[config.mk]
export PLATFORM = sky130hd
export DESIGN_NAME = uart_mem_loader
export DESIGN_NICKNAME = d
export VERILOG_FILES = /design/src/rtl/uart_mem_loader.sv
export SDC_FILE = /design/constraint.sdc
export NUM_CORES = 1
export LEC_CHECK = 0
export CORE_MARGIN = 5
export CORE_UTILIZATION = 31
export CTS_CLUSTER_SIZE = 16
export DETAILED_ROUTE_END_ITERATION = 12
export PLACE_DENSITY = 0.59
export SETUP_SLACK_MARGIN = 0.02
export SLEW_MARGIN = 10
export SYNTH_ARGS = -nofsm -noshare
export SYNTH_HDL_FRONTEND = slang
export SYNTH_SLANG_ARGS = --single-unit
[constraint.sdc]
create_clock -name clk -period 3.75 [get_ports clk]
set_input_delay 0.75 -clock clk [delete_from_list [all_inputs] [get_ports clk]]
set_output_delay 0.75 -clock clk [all_outputs]
set_load 0.01 [all_outputs]
[src/rtl/uart_mem_loader.sv]
// Framed UART byte stream to 32-bit RAM word writer.
// Frame: MAGIC, ADDR_LO, ADDR_HI, LEN_LO, LEN_HI, 4*LEN data bytes (little-endian words), CSUM.
module uart_mem_loader #(
   parameter int unsigned MEM_DEPTH      = 17740,
   parameter int unsigned ADDR_W         = 15,
   parameter logic [7:0]  MAGIC          = 8'hA5,
   parameter int unsigned TIMEOUT_CYCLES = 1000000
) (
   input  logic              clk,
   input  logic              reset,
   input  logic [7:0]        rx_data,
   input  logic              rx_valid,
   output logic              rx_ready,
   output logic [ADDR_W-1:0] mem_address,
   output logic [3:0]        mem_byteenable,
   output logic              mem_chipselect,
   output logic              mem_write,
   output logic [31:0]       mem_writedata,
   output logic              mem_clken,
   output logic              busy,
   output logic              done,
   output logic [1:0]        err,
   output logic [15:0]       words_written
);

   typedef enum logic [3:0] {
      StIdle, StA0, StA1, StL0, StL1, StChk, StData, StWr, StCs, StErr
   } state_e;

   localparam logic [1:0] ErrOk = 2'd0, ErrBounds = 2'd1, ErrCsum = 2'd2, ErrTimeout = 2'd3;

   state_e            state_q, state_d;
   logic [ADDR_W-1:0] addr_q, addr_d;
   logic [7:0]        addr_lo_q, addr_lo_d;
   logic              addr_bad_q, addr_bad_d;
   logic [15:0]       rem_q, rem_d;
   logic [1:0]        byte_idx_q, byte_idx_d;
   logic [31:0]       word_q, word_d;
   logic [7:0]        csum_q, csum_d;
   logic [31:0]       tmo_q, tmo_d;

   logic              rx_ready_q, rx_ready_d;
   logic [ADDR_W-1:0] mem_address_q, mem_address_d;
   logic [3:0]        mem_byteenable_q, mem_byteenable_d;
   logic              mem_write_q, mem_write_d;
   logic [31:0]       mem_writedata_q, mem_writedata_d;
   logic              mem_clken_q;
   logic              busy_q, busy_d;
   logic              done_q, done_d;
   logic [1:0]        err_q, err_d;
   logic [15:0]       words_written_q, words_written_d;

   logic              accept;
   logic [15:0]       addr_full;
   logic [16:0]       end_addr;

   assign accept    = rx_valid & rx_ready_q;
   assign addr_full = {rx_data, addr_lo_q};
   // 17-bit so addr + LEN cannot wrap before the bounds compare.
   assign end_addr  = 17'(addr_q) + 17'(rem_q);

   always_comb begin
      state_d         = state_q;
      addr_d          = addr_q;
      addr_lo_d       = addr_lo_q;
      addr_bad_d      = addr_bad_q;
      rem_d           = rem_q;
      byte_idx_d      = byte_idx_q;
      word_d          = word_q;
      csum_d          = csum_q;
      busy_d          = busy_q;
      done_d          = 1'b0;
      err_d           = err_q;
      words_written_d = words_written_q;
      tmo_d           = (state_q == StIdle || accept) ? 32'd0 : tmo_q + 32'd1;

      unique case (state_q)
         StIdle: begin
            if (accept && rx_data == MAGIC) begin
               err_d           = ErrOk;
               words_written_d = 16'd0;
               csum_d          = 8'd0;
               addr_bad_d      = 1'b0;
               busy_d          = 1'b1;
               state_d         = StA0;
            end
         end
         StA0: begin
            if (accept) begin
               addr_lo_d = rx_data;
               state_d   = StA1;
            end
         end
         StA1: begin
            if (accept) begin
               addr_d     = addr_full[ADDR_W-1:0];
               addr_bad_d = (addr_full >> ADDR_W) != 16'd0;
               state_d    = StL0;
            end
         end
         StL0: begin
            if (accept) begin
               rem_d   = {rem_q[15:8], rx_data};
               state_d = StL1;
            end
         end
         StL1: begin
            if (accept) begin
               rem_d   = {rx_data, rem_q[7:0]};
               state_d = StChk;
            end
         end
         StChk: begin
            if (addr_bad_q || end_addr > 17'(MEM_DEPTH)) begin
               err_d   = ErrBounds;
               busy_d  = 1'b0;
               state_d = StErr;
            end else if (rem_q == 16'd0) begin
               state_d = StCs;
            end else begin
               byte_idx_d = 2'd0;
               state_d    = StData;
            end
         end
         StData: begin
            if (accept) begin
               // Shift in from the top so the first byte ends up in [7:0].
               word_d     = {rx_data, word_q[31:8]};
               csum_d     = csum_q + rx_data;
               byte_idx_d = byte_idx_q + 2'd1;
               if (byte_idx_q == 2'd3) state_d = StWr;
            end
         end
         StWr: begin
            addr_d          = addr_q + ADDR_W'(1);
            words_written_d = words_written_q + 16'd1;
            rem_d           = rem_q - 16'd1;
            state_d         = (rem_q == 16'd1) ? StCs : StData;
         end
         StCs: begin
            if (accept) begin
               if (rx_data == csum_q) done_d = 1'b1;
               else                   err_d  = ErrCsum;
               busy_d  = 1'b0;
               state_d = StIdle;
            end
         end
         StErr: begin
            busy_d  = 1'b0;
            state_d = StIdle;
         end
         default: state_d = StIdle;
      endcase

      if (state_q != StIdle && !accept && tmo_q == 32'(TIMEOUT_CYCLES - 1)) begin
         err_d   = ErrTimeout;
         busy_d  = 1'b0;
         done_d  = 1'b0;
         state_d = StIdle;
      end

      // Outputs are registered from the next state so they line up with state_q.
      rx_ready_d       = state_d inside {StIdle, StA0, StA1, StL0, StL1, StData, StCs};
      mem_write_d      = (state_d == StWr);
      mem_byteenable_d = mem_write_d ? 4'hF : 4'h0;
      mem_address_d    = mem_write_d ? addr_d : mem_address_q;
      mem_writedata_d  = mem_write_d ? word_d : mem_writedata_q;
   end

   always_ff @(posedge clk) begin
      if (reset) begin
         state_q          <= StIdle;
         addr_q           <= '0;
         addr_lo_q        <= 8'd0;
         addr_bad_q       <= 1'b0;
         rem_q            <= 16'd0;
         byte_idx_q       <= 2'd0;
         word_q           <= 32'd0;
         csum_q           <= 8'd0;
         tmo_q            <= 32'd0;
         rx_ready_q       <= 1'b0;
         mem_address_q    <= '0;
         mem_byteenable_q <= 4'h0;
         mem_write_q      <= 1'b0;
         mem_writedata_q  <= 32'd0;
         mem_clken_q      <= 1'b0;
         busy_q           <= 1'b0;
         done_q           <= 1'b0;
         err_q            <= ErrOk;
         words_written_q  <= 16'd0;
      end else begin
         state_q          <= state_d;
         addr_q           <= addr_d;
         addr_lo_q        <= addr_lo_d;
         addr_bad_q       <= addr_bad_d;
         rem_q            <= rem_d;
         byte_idx_q       <= byte_idx_d;
         word_q           <= word_d;
         csum_q           <= csum_d;
         tmo_q            <= tmo_d;
         rx_ready_q       <= rx_ready_d;
         mem_address_q    <= mem_address_d;
         mem_byteenable_q <= mem_byteenable_d;
         mem_write_q      <= mem_write_d;
         mem_writedata_q  <= mem_writedata_d;
         mem_clken_q      <= 1'b1;
         busy_q           <= busy_d;
         done_q           <= done_d;
         err_q            <= err_d;
         words_written_q  <= words_written_d;
      end
   end

   assign rx_ready       = rx_ready_q;
   assign mem_address    = mem_address_q;
   assign mem_byteenable = mem_byteenable_q;
   assign mem_chipselect = mem_write_q;
   assign mem_write      = mem_write_q;
   assign mem_writedata  = mem_writedata_q;
   assign mem_clken      = mem_clken_q;
   assign busy           = busy_q;
   assign done           = done_q;
   assign err            = err_q;
   assign words_written  = words_written_q;

endmodule

==> out/results.txt, run 1 <==
CTS saw 180 sinks. The average instance in the mapped netlist occupies 7.95 um^2. Detailed placement finished with a half-perimeter wire length of 17.2 mm. The root buffer cell chosen for the clock tree is sky130_fd_sc_hd__clkbuf_16. For the number of nets with antenna violations after detailed routing, the log shows 0. After clock tree synthesis, the clock-pin slew on the worst setup and hold paths is 0.07 ns.

The area growth from synthesis to layout works out to 21.0%. In this run the power density over the cells is 353 nW/um^2. The classification of the worst-slack hold path was flip-flop to flip-flop. The final count of hold timing violations is 0, and the distinct cell type count after synthesis is 72. The via density per instance was 5.13; the gate count after technology mapping was 1108. The DRC violation total after the first TritonRoute iteration is 729. The run gives 7492 as the number of global-route vias before repair.

The run gives 0.0205 ns as the clock skew. The die covers 31900 um^2. The synthesized netlist occupies a cell area of 8810 um^2. The Yosys step of the flow raised 0 warnings.

Entering global routing, the biggest net connects 84 pins. The number of buffers inserted to repair setup after CTS is 0. For this run, design rule violations remaining after detail routing come to 0. The tool flagged a number of max-cap violations equal to 0. Summed over all cells, the static leakage comes to 3.76 nW. Counting flops and latches in the post-synthesis netlist gives 180. Summing the sequential cell areas from Yosys gives 40.9% of the chip area. Based on the critical path, the design can be clocked at up to 0.294 GHz. The tools report the kind of end point of the critical path as a flip-flop. The congestion estimate from routability-driven global placement came to 0.817. VDD sags by at most 0.000313 V. Counting every net in the synthesized netlist gives 1150.

For the first-pass iteration count of the detailed router, the log shows 5. Global routing used 15.4% of the available tracks. The logs give 0 for the final count of pins violating max slew and 10100 um^2 for the total cell area at the placement stage. After layout, the worst path uses 90.8% of the clock period.

For the overall via count from detail_route, the log shows 8024. The share of post-route cells with drive strength above 1 works out to 6.07%. Of all nets on the critical path, the largest fanout is 6. The die is 179 um wide. The count of flip-flops with a built-in enable after synthesis came out at 0. STA classifies the critical path startpoint as a flip-flop.

The number of instances resized during post-cts repair is 0. Among all flip-flop cells after synthesis, the most frequent one is sky130_fd_sc_hd__dfxtp_1. Subtracting the final worst setup slack from the clock period gives 3.40 ns. The H-tree generated during clock tree synthesis spans 4 levels.

The insertion delay to the later sink of the worst-skew pair was 0.44 ns. Global routing finished with a remaining overflow of 0. Data on the critical path arrives at its endpoint at 3.72 ns. The core region is 27900 um^2.

For the number of diodes, the log shows 0. STA puts the critical path data required time at 4.07 ns. The first global-routing pass estimated 39.5 mm of wire. The number of input and output port buffers inserted was 85; the I/O pin total was 86. The maximum buffer depth of the clock tree is 2, and the number of placement rows is 61. For the total clock buffers created by CTS, the log shows 17.

The number of antenna violations at the first check in global routing is 2, and the routed length per placed instance is 15.5 um. Setup total negative slack on the finished layout was measured at 0 ns. Setup violations remaining at the end of the flow were counted as 0.

After clock tree synthesis, the flow added hold-fix buffers numbering 0. The run finished with clean final reports. Of all flip-flops after synthesis, the portion carrying an async set or reset was 0%. The layout net count came out at 1215. The transition time at the pin with the least slew margin was 0.860 ns. In this run the tightest slew margin relative to its limit is 42.7%. The die is 179 um tall.

After routing the design area is 10700 um^2. Setup repair after global routing left no endpoint under its margin. The final routed wirelength across all metal layers came out at 24.2 mm. TritonCTS built the clock tree. The initial utilization of the core area, before any placement, comes to 31.5%.

The category of the most critical setup path is flip-flop to flip-flop.
-- path summary, 6_finish.rpt --
| kind | depth (start not counted) | slack, ns | to | startpoint |
|---|---|---|---|---|
| min reg2reg | 1 | 0.44 | tmo_q[0] | tmo_q[0] |
| max reg2reg | 10 | 0.35 | byte_idx_q[1] | rem_q[0] |
| max | 10 | 0.35 | byte_idx_q[1] | rem_q[0] |
| min | 1 | 0.44 | tmo_q[0] | tmo_q[0] |
-- metal layers --
metal / GRT usage (%) / up-vias / wire length, um
li1: - / 4074 / -
met1: 21.1 / 3713 / 11500
met2: 24.5 / 210 / 10900
met3: 3.56 / 23 / 1520
met4: 3.93 / 4 / 255
met5: 0 / - / 19
-- worst max-delay path, stage by stage, from the launching register on --
cell and delay, ns:
sky130_fd_sc_hd__dfxtp_1 0.38, sky130_fd_sc_hd__ha_1 0.25, sky130_fd_sc_hd__fa_1 0.45, sky130_fd_sc_hd__a211oi_1 0.49, sky130_fd_sc_hd__o21ai_1 0.20, sky130_fd_sc_hd__and3_1 0.22
sky130_fd_sc_hd__o21a_1 0.17, sky130_fd_sc_hd__or3_1 0.31, sky130_fd_sc_hd__a32oi_2 0.33, sky130_fd_sc_hd__o211ai_2 0.20, sky130_fd_sc_hd__a41o_1 0.28
-- cell usage after synthesis (3+ instances only) --
cell type	n	area share [%]
sky130_fd_sc_hd__a22oi_1	8	0.68
sky130_fd_sc_hd__nand3b_1	3	0.26
sky130_fd_sc_hd__mux2i_1	11	1.3
sky130_fd_sc_hd__and2_1	9	0.64
sky130_fd_sc_hd__o21a_1	3	0.26
sky130_fd_sc_hd__nand3_1	41	2.3
sky130_fd_sc_hd__or3_1	10	0.71
sky130_fd_sc_hd__inv_1	11	0.47
sky130_fd_sc_hd__nor4_1	17	1.2
sky130_fd_sc_hd__xnor2_1	20	2.0
sky130_fd_sc_hd__a311oi_1	4	0.40
sky130_fd_sc_hd__a21o_1	13	1.1
sky130_fd_sc_hd__dfxtp_1	180	41
sky130_fd_sc_hd__o211ai_1	5	0.43
sky130_fd_sc_hd__nor3b_1	3	0.26
sky130_fd_sc_hd__a222oi_1	5	0.57
sky130_fd_sc_hd__a31oi_1	15	1.1
sky130_fd_sc_hd__o211a_1	3	0.34
sky130_fd_sc_hd__and3_1	30	2.1
sky130_fd_sc_hd__ha_1	29	4.1
sky130_fd_sc_hd__a21oi_1	101	5.7
sky130_fd_sc_hd__o21ai_1	5	0.28
sky130_fd_sc_hd__nand4_1	9	0.64
sky130_fd_sc_hd__buf_4	5	0.43
sky130_fd_sc_hd__a211oi_1	22	1.9
sky130_fd_sc_hd__o21bai_1	3	0.26
sky130_fd_sc_hd__a21boi_1	3	0.26
sky130_fd_sc_hd__clkbuf_1	56	2.4
sky130_fd_sc_hd__nor2b_1	3	0.21
sky130_fd_sc_hd__xor2_1	23	2.3
sky130_fd_sc_hd__o31ai_1	3	0.26
sky130_fd_sc_hd__nand2b_1	8	0.57
sky130_fd_sc_hd__o21ai_0	43	2.4
sky130_fd_sc_hd__a221oi_1	7	0.70
sky130_fd_sc_hd__nor3_1	22	1.3
sky130_fd_sc_hd__and4_1	4	0.40
sky130_fd_sc_hd__nand2_1	185	7.9
sky130_fd_sc_hd__nor2_1	142	6.1
-- sequential cells by signal, summed over array words and instances, names as in the netlist, 4 cells and up --
name	count
tmo_q	32
state_q	4
mem_writedata	32
mem_address	15
words_written	16
addr_q	15
rem_q	16
csum_q	8
word_q	24
addr_lo_q	8
-- logic make-up after synthesis --
family / Yosys count / share of synthesized area [%]
and+or+nand+nor: 496 / 25.6
muxes: 14 / 1.63
adders and majority gates: 31 / 4.58
buffers and inverters: 77 / 3.59
xor gates and xnor gates: 43 / 4.28
DFF: 180 / 40.9
AOI/OAI and AO/OA: 267 / 19.4
-- power by group --
part,total (W),internal (W),switching [W]
combinational,0.0000962,0.0000306,0.0000656
clock,0.00175,0.000892,0.000863
sequential,0.00191,0.00191,0.00000157
total,0.00376,0.00283,0.000930
-- cell type report --
class / instances / area (um^2)
Sequential cell: 180 / 3600
Clock buffer: 17 / 425
Inverter: 12 / 45.0
Fill cell: 2933 / 17300
Tap cell: 378 / 473
Timing Repair Buffer: 111 / 1060
Multi-Input combinational cell: 851 / 4890
Clock inverter: 15 / 164
-- metrics by stage --
| stage | power (W) | hold WS, ns | instances | worst slack (ns) | utilization [%] |
|---|---|---|---|---|---|
| 2_1_floorplan | 0.00200 | 0.413 | 1108 | 0.785 | - |
| 3_3_place_gp | 0.00205 | 0.428 | 1532 | 0.267 | 36.0 |
| 3_5_place_dp | 0.00205 | 0.432 | 1532 | 0.270 | 36.0 |
| 4_1_cts | 0.00381 | 0.441 | 1564 | 0.357 | 38.1 |
| 5_1_grt | 0.00391 | 0.472 | 1564 | 0.124 | 38.1 |
| 6_report | 0.00376 | 0.441 | 1564 | 0.346 | 38.1 |
-- cell usage in the layout (no fill, tap or decap), types with 5 or more instances in the layout --
master                              n
sky130_fd_sc_hd__a211oi_1          22
sky130_fd_sc_hd__a21o_1            13
sky130_fd_sc_hd__a21oi_1          101
sky130_fd_sc_hd__a221oi_1           7
sky130_fd_sc_hd__a222oi_1           5
sky130_fd_sc_hd__a22oi_1            8
sky130_fd_sc_hd__a31oi_1           15
sky130_fd_sc_hd__and2_1             8
sky130_fd_sc_hd__and3_1            30
sky130_fd_sc_hd__buf_4             26
sky130_fd_sc_hd__clkbuf_16         17
sky130_fd_sc_hd__clkdlybuf4s50_1   84
sky130_fd_sc_hd__dfxtp_1          180
sky130_fd_sc_hd__ha_1              29
sky130_fd_sc_hd__inv_1             11
sky130_fd_sc_hd__mux2i_1           11
sky130_fd_sc_hd__nand2_1          185
sky130_fd_sc_hd__nand2b_1           8
sky130_fd_sc_hd__nand3_1           41
sky130_fd_sc_hd__nand4_1            9
sky130_fd_sc_hd__nor2_1           141
sky130_fd_sc_hd__nor3_1            22
sky130_fd_sc_hd__nor4_1            17
sky130_fd_sc_hd__o211ai_1           5
sky130_fd_sc_hd__o21ai_0           43
sky130_fd_sc_hd__o21ai_1            5
sky130_fd_sc_hd__or3_1             10
sky130_fd_sc_hd__xnor2_1           20
sky130_fd_sc_hd__xor2_1            23
(Power assumes the default switching activity.)
==> inputs of run 2 (changes only) <==
--- a/config.mk
+++ b/config.mk
@@ -15,3 +15,4 @@
 export SYNTH_ARGS = -nofsm -noshare
 export SYNTH_HDL_FRONTEND = slang
 export SYNTH_SLANG_ARGS = --single-unit
+export TNS_END_PERCENT = 10
==> results of run 2 <==
Same layout as run 1: the final DEF is identical, and so are final timing and power.
==> inputs of run 3 (changes only) <==
--- a/config.mk
+++ b/config.mk
@@ -10,8 +10,8 @@
 export CTS_CLUSTER_SIZE = 16
 export DETAILED_ROUTE_END_ITERATION = 12
 export PLACE_DENSITY = 0.59
+export REMOVE_ABC_BUFFERS = 1
 export SETUP_SLACK_MARGIN = 0.02
-export SLEW_MARGIN = 10
 export SYNTH_ARGS = -nofsm -noshare
 export SYNTH_HDL_FRONTEND = slang
 export SYNTH_SLANG_ARGS = --single-unit
==> out/results.txt, run 3 (same netlist as run 1, synthesis figures left out) <==
The routed length per placed instance came out at 15.3 um (-1.1%). The final clock period utilization by the worst path is 90.9% (about the same). Most utilized layer in the global route result: met2. The most frequent standard cell in the layout excluding fill and tap cells is sky130_fd_sc_hd__nand2_1.

The clock-pin transition on the worst setup and hold timing paths was 0.07 ns (about the same). The number of antenna violations at the first check in global routing was 1 (-1). The run gives 0.294 GHz (about the same) as the fmax.

The number of placement rows was 61 (unchanged). The tools report the leakage power as 3.76 nW (about the same). The data arrival time of the critical path came out at 3.72 ns (about the same).

For the area occupied by registers, the log shows 3600 um^2 (unchanged). The logs give 23.9 mm (-1.3%) for the final routed wirelength across all metal layers and 0.853 (+4.4%) for the last weighted congestion value of the routability-driven placer. The accumulated negative setup slack was 0 ns (unchanged); the fraction of met3 tracks used by global routing was 3.16% (-0.40 points). The largest fanout on the critical path is 6 (unchanged). STA classifies the critical path startpoint as a flip-flop.

The power per cell area works out to 357 nW/um^2 (+0.97%). The total cell area at the placement stage came out at 10100 um^2 (about the same). The setup slack of the critical path after layout is 0.343 ns (-0.00308 ns).

TritonCTS built the clock tree. The run gives 17 (unchanged) as the total clock buffers created by CTS. The tools report the worst voltage drop across the vdd grid as 0.000283 V (-9.4%).

The worst slack at placement is 0.342 ns (+0.0727 ns). The clock period minus final worst setup slack was 3.41 ns (+0.00308 ns); the layout net count was 1214 (-0.082%). The area growth from synthesis to layout came out at 20.8%.

For the overall via count from detail_route, the log shows 7984 (-0.50%). Setup repair after global routing left no endpoint under its margin. For the number of setup violations in the final report, the log shows 0 (unchanged). The library cells used most frequently in the layout, excluding fill and tap cells, are 185 x sky130_fd_sc_hd__nand2_1, 180 x sky130_fd_sc_hd__dfxtp_1, 141 x sky130_fd_sc_hd__nor2_1.

The run finished with clean final reports. The number of diodes is 0 (unchanged), and the I/O pin total is 86 (unchanged). The number of inserted filler cells in the final layout came out at 2918 (-0.51%). In this run the clock root is driven by a sky130_fd_sc_hd__clkbuf_16. The maximum buffer depth of the clock tree was 2 (unchanged); the number of buffers inserted to repair setup after CTS was 0 (unchanged).

The number of instances resized during post-cts repair was 0 (unchanged); the number of hold-repair buffers added at the cts stage was 0 (unchanged). Post-layout instance area: 10600 um^2 (-0.15%). The tools report the die area as 31900 um^2 (unchanged).

The core box area is 27900 um^2 (unchanged), and the first-pass iteration count of the detailed router is 5 (unchanged). The vertical extent of the die was 179 um (unchanged). The transition time at the pin with the least slew margin was 0.872 ns (+0.0120 ns); the relative slew slack was 41.9% (-0.80 points). For the multi-input gate area in the final layout, the log shows 4890 um^2 (unchanged). In this run the worst hold path is classified as flip-flop to flip-flop. The critical path in this run is classified as flip-flop to flip-flop. The run gives 0 (unchanged) as the count of unresolved DRC violations after routing. For the largest net degree at the start of global routing, the log shows 85 (+1.2%).

The via density per instance came out at 5.11 (-0.31%). The worst setup path is captured at a flip-flop. The total routing usage reported by global routing came out at 15.1% (-0.29 points). Number of nets with antenna violations after detailed routing: 0 (unchanged).

The insertion delay to the later sink of the worst-skew pair came out at 0.43 ns (about the same). The number of global-route vias before repair came out at 7440 (-0.69%). The share of post-route cells with drive strength above 1 was 5.75% (-0.32 points).

For the met2 usage in global routing, the log shows 24.2% (-0.32 points). The detailed placer's ending HPWL is 16.7 mm (-2.7%), and the aggregate global routing overflow is 0 (unchanged). The maximum level of the CTS H-tree is 4 (unchanged), and the wire length of the first global-routing pass is 39.0 mm (-1.4%).

The final count of pins violating max slew came out at 0 (unchanged). The horizontal extent of the die was 179 um (unchanged). The logs give 180 (unchanged) for the clock sink count and 20.4% (-0.74 points) for the routing usage on met1.

The DRC violation total after the first TritonRoute iteration was 526 (-28%); the number of input and output port buffers inserted was 85 (unchanged). The run gives 0.0117 ns (-0.00878 ns) as the clock skew. The number of max-capacitance violations reported came out at 0 (unchanged).

Starting utilization of the core area: 31.5% (unchanged). The final count of hold timing violations is 0 (unchanged). For the worst endpoint required time, the log shows 4.06 ns (about the same).
run 3: cell types whose count changed in the layout (fill, tap and decap cells not counted):
cell,previous run,this run
sky130_fd_sc_hd__clkinv_8,4,0
sky130_fd_sc_hd__inv_8,4,1
sky130_fd_sc_hd__bufinv_16,0,2
sky130_fd_sc_hd__clkbuf_8,0,2
sky130_fd_sc_hd__clkinvlp_4,3,1
sky130_fd_sc_hd__buf_4,26,25
sky130_fd_sc_hd__clkbuf_1,0,1
sky130_fd_sc_hd__clkinv_2,1,2
sky130_fd_sc_hd__inv_6,2,3
run 3: through the flow:
| step | hold slack, ns | instances | total power (W) | util [%] |
|---|---|---|---|---|
| floorplan | 0.413 | 1043 | 0.00198 | - |
| global placement | 0.421 | 1531 | 0.00205 | 36.0 |
| detailed placement | 0.431 | 1531 | 0.00205 | 36.0 |
| CTS | 0.440 | 1561 | 0.00385 | 38.1 |
| global route | 0.472 | 1561 | 0.00394 | 38.1 |
| finish | 0.435 | 1561 | 0.00379 | 38.1 |
run 3: path summary, 6_finish.rpt:
path | start | endpoint | slack (ns) | cells past startpoint
min reg2reg | tmo_q[0] | tmo_q[0] | 0.43 | 1
max reg2reg | rem_q[0] | byte_idx_q[1] | 0.34 | 10
min | tmo_q[0] | tmo_q[0] | 0.43 | 1
max | rem_q[0] | byte_idx_q[1] | 0.34 | 10
run 3: layout make-up:
cell class / count / area share [%]
Multi-Input combinational cell: 851 / 46.0
Sequential cell: 180 / 33.9
Timing Repair Buffer: 110 / 9.85
Tap cell: 378 / 4.44
Clock buffer: 20 / 4.29
Clock inverter: 10 / 1.16
Inverter: 12 / 0.423
run 3: where the power goes:
group | switching [W] | internal (W)
logic | 0.0000649 | 0.0000307
clock network | 0.000765 | 0.00102
registers | 0.00000110 | 0.00191
run 3: metal layers:
| metal | up-vias | share of wire [%] |
|---|---|---|
| met5 | - | 0.054 |
| met4 | 2 | 2.1 |
| met3 | 34 | 4.9 |
| met2 | 197 | 46 |
| met1 | 3709 | 47 |
| li1 | 4042 | - |
run 3: worst max-delay path: stages, from the launching register on:
cell                       delay (ns)
sky130_fd_sc_hd__dfxtp_1         0.37
sky130_fd_sc_hd__ha_1            0.24
sky130_fd_sc_hd__fa_1            0.46
sky130_fd_sc_hd__a211oi_1        0.48
sky130_fd_sc_hd__o21ai_1         0.20
sky130_fd_sc_hd__and3_1          0.22
sky130_fd_sc_hd__o21a_1          0.17
sky130_fd_sc_hd__or3_1           0.32
sky130_fd_sc_hd__a32oi_2         0.37
sky130_fd_sc_hd__o211ai_2        0.19
sky130_fd_sc_hd__a41o_1          0.27
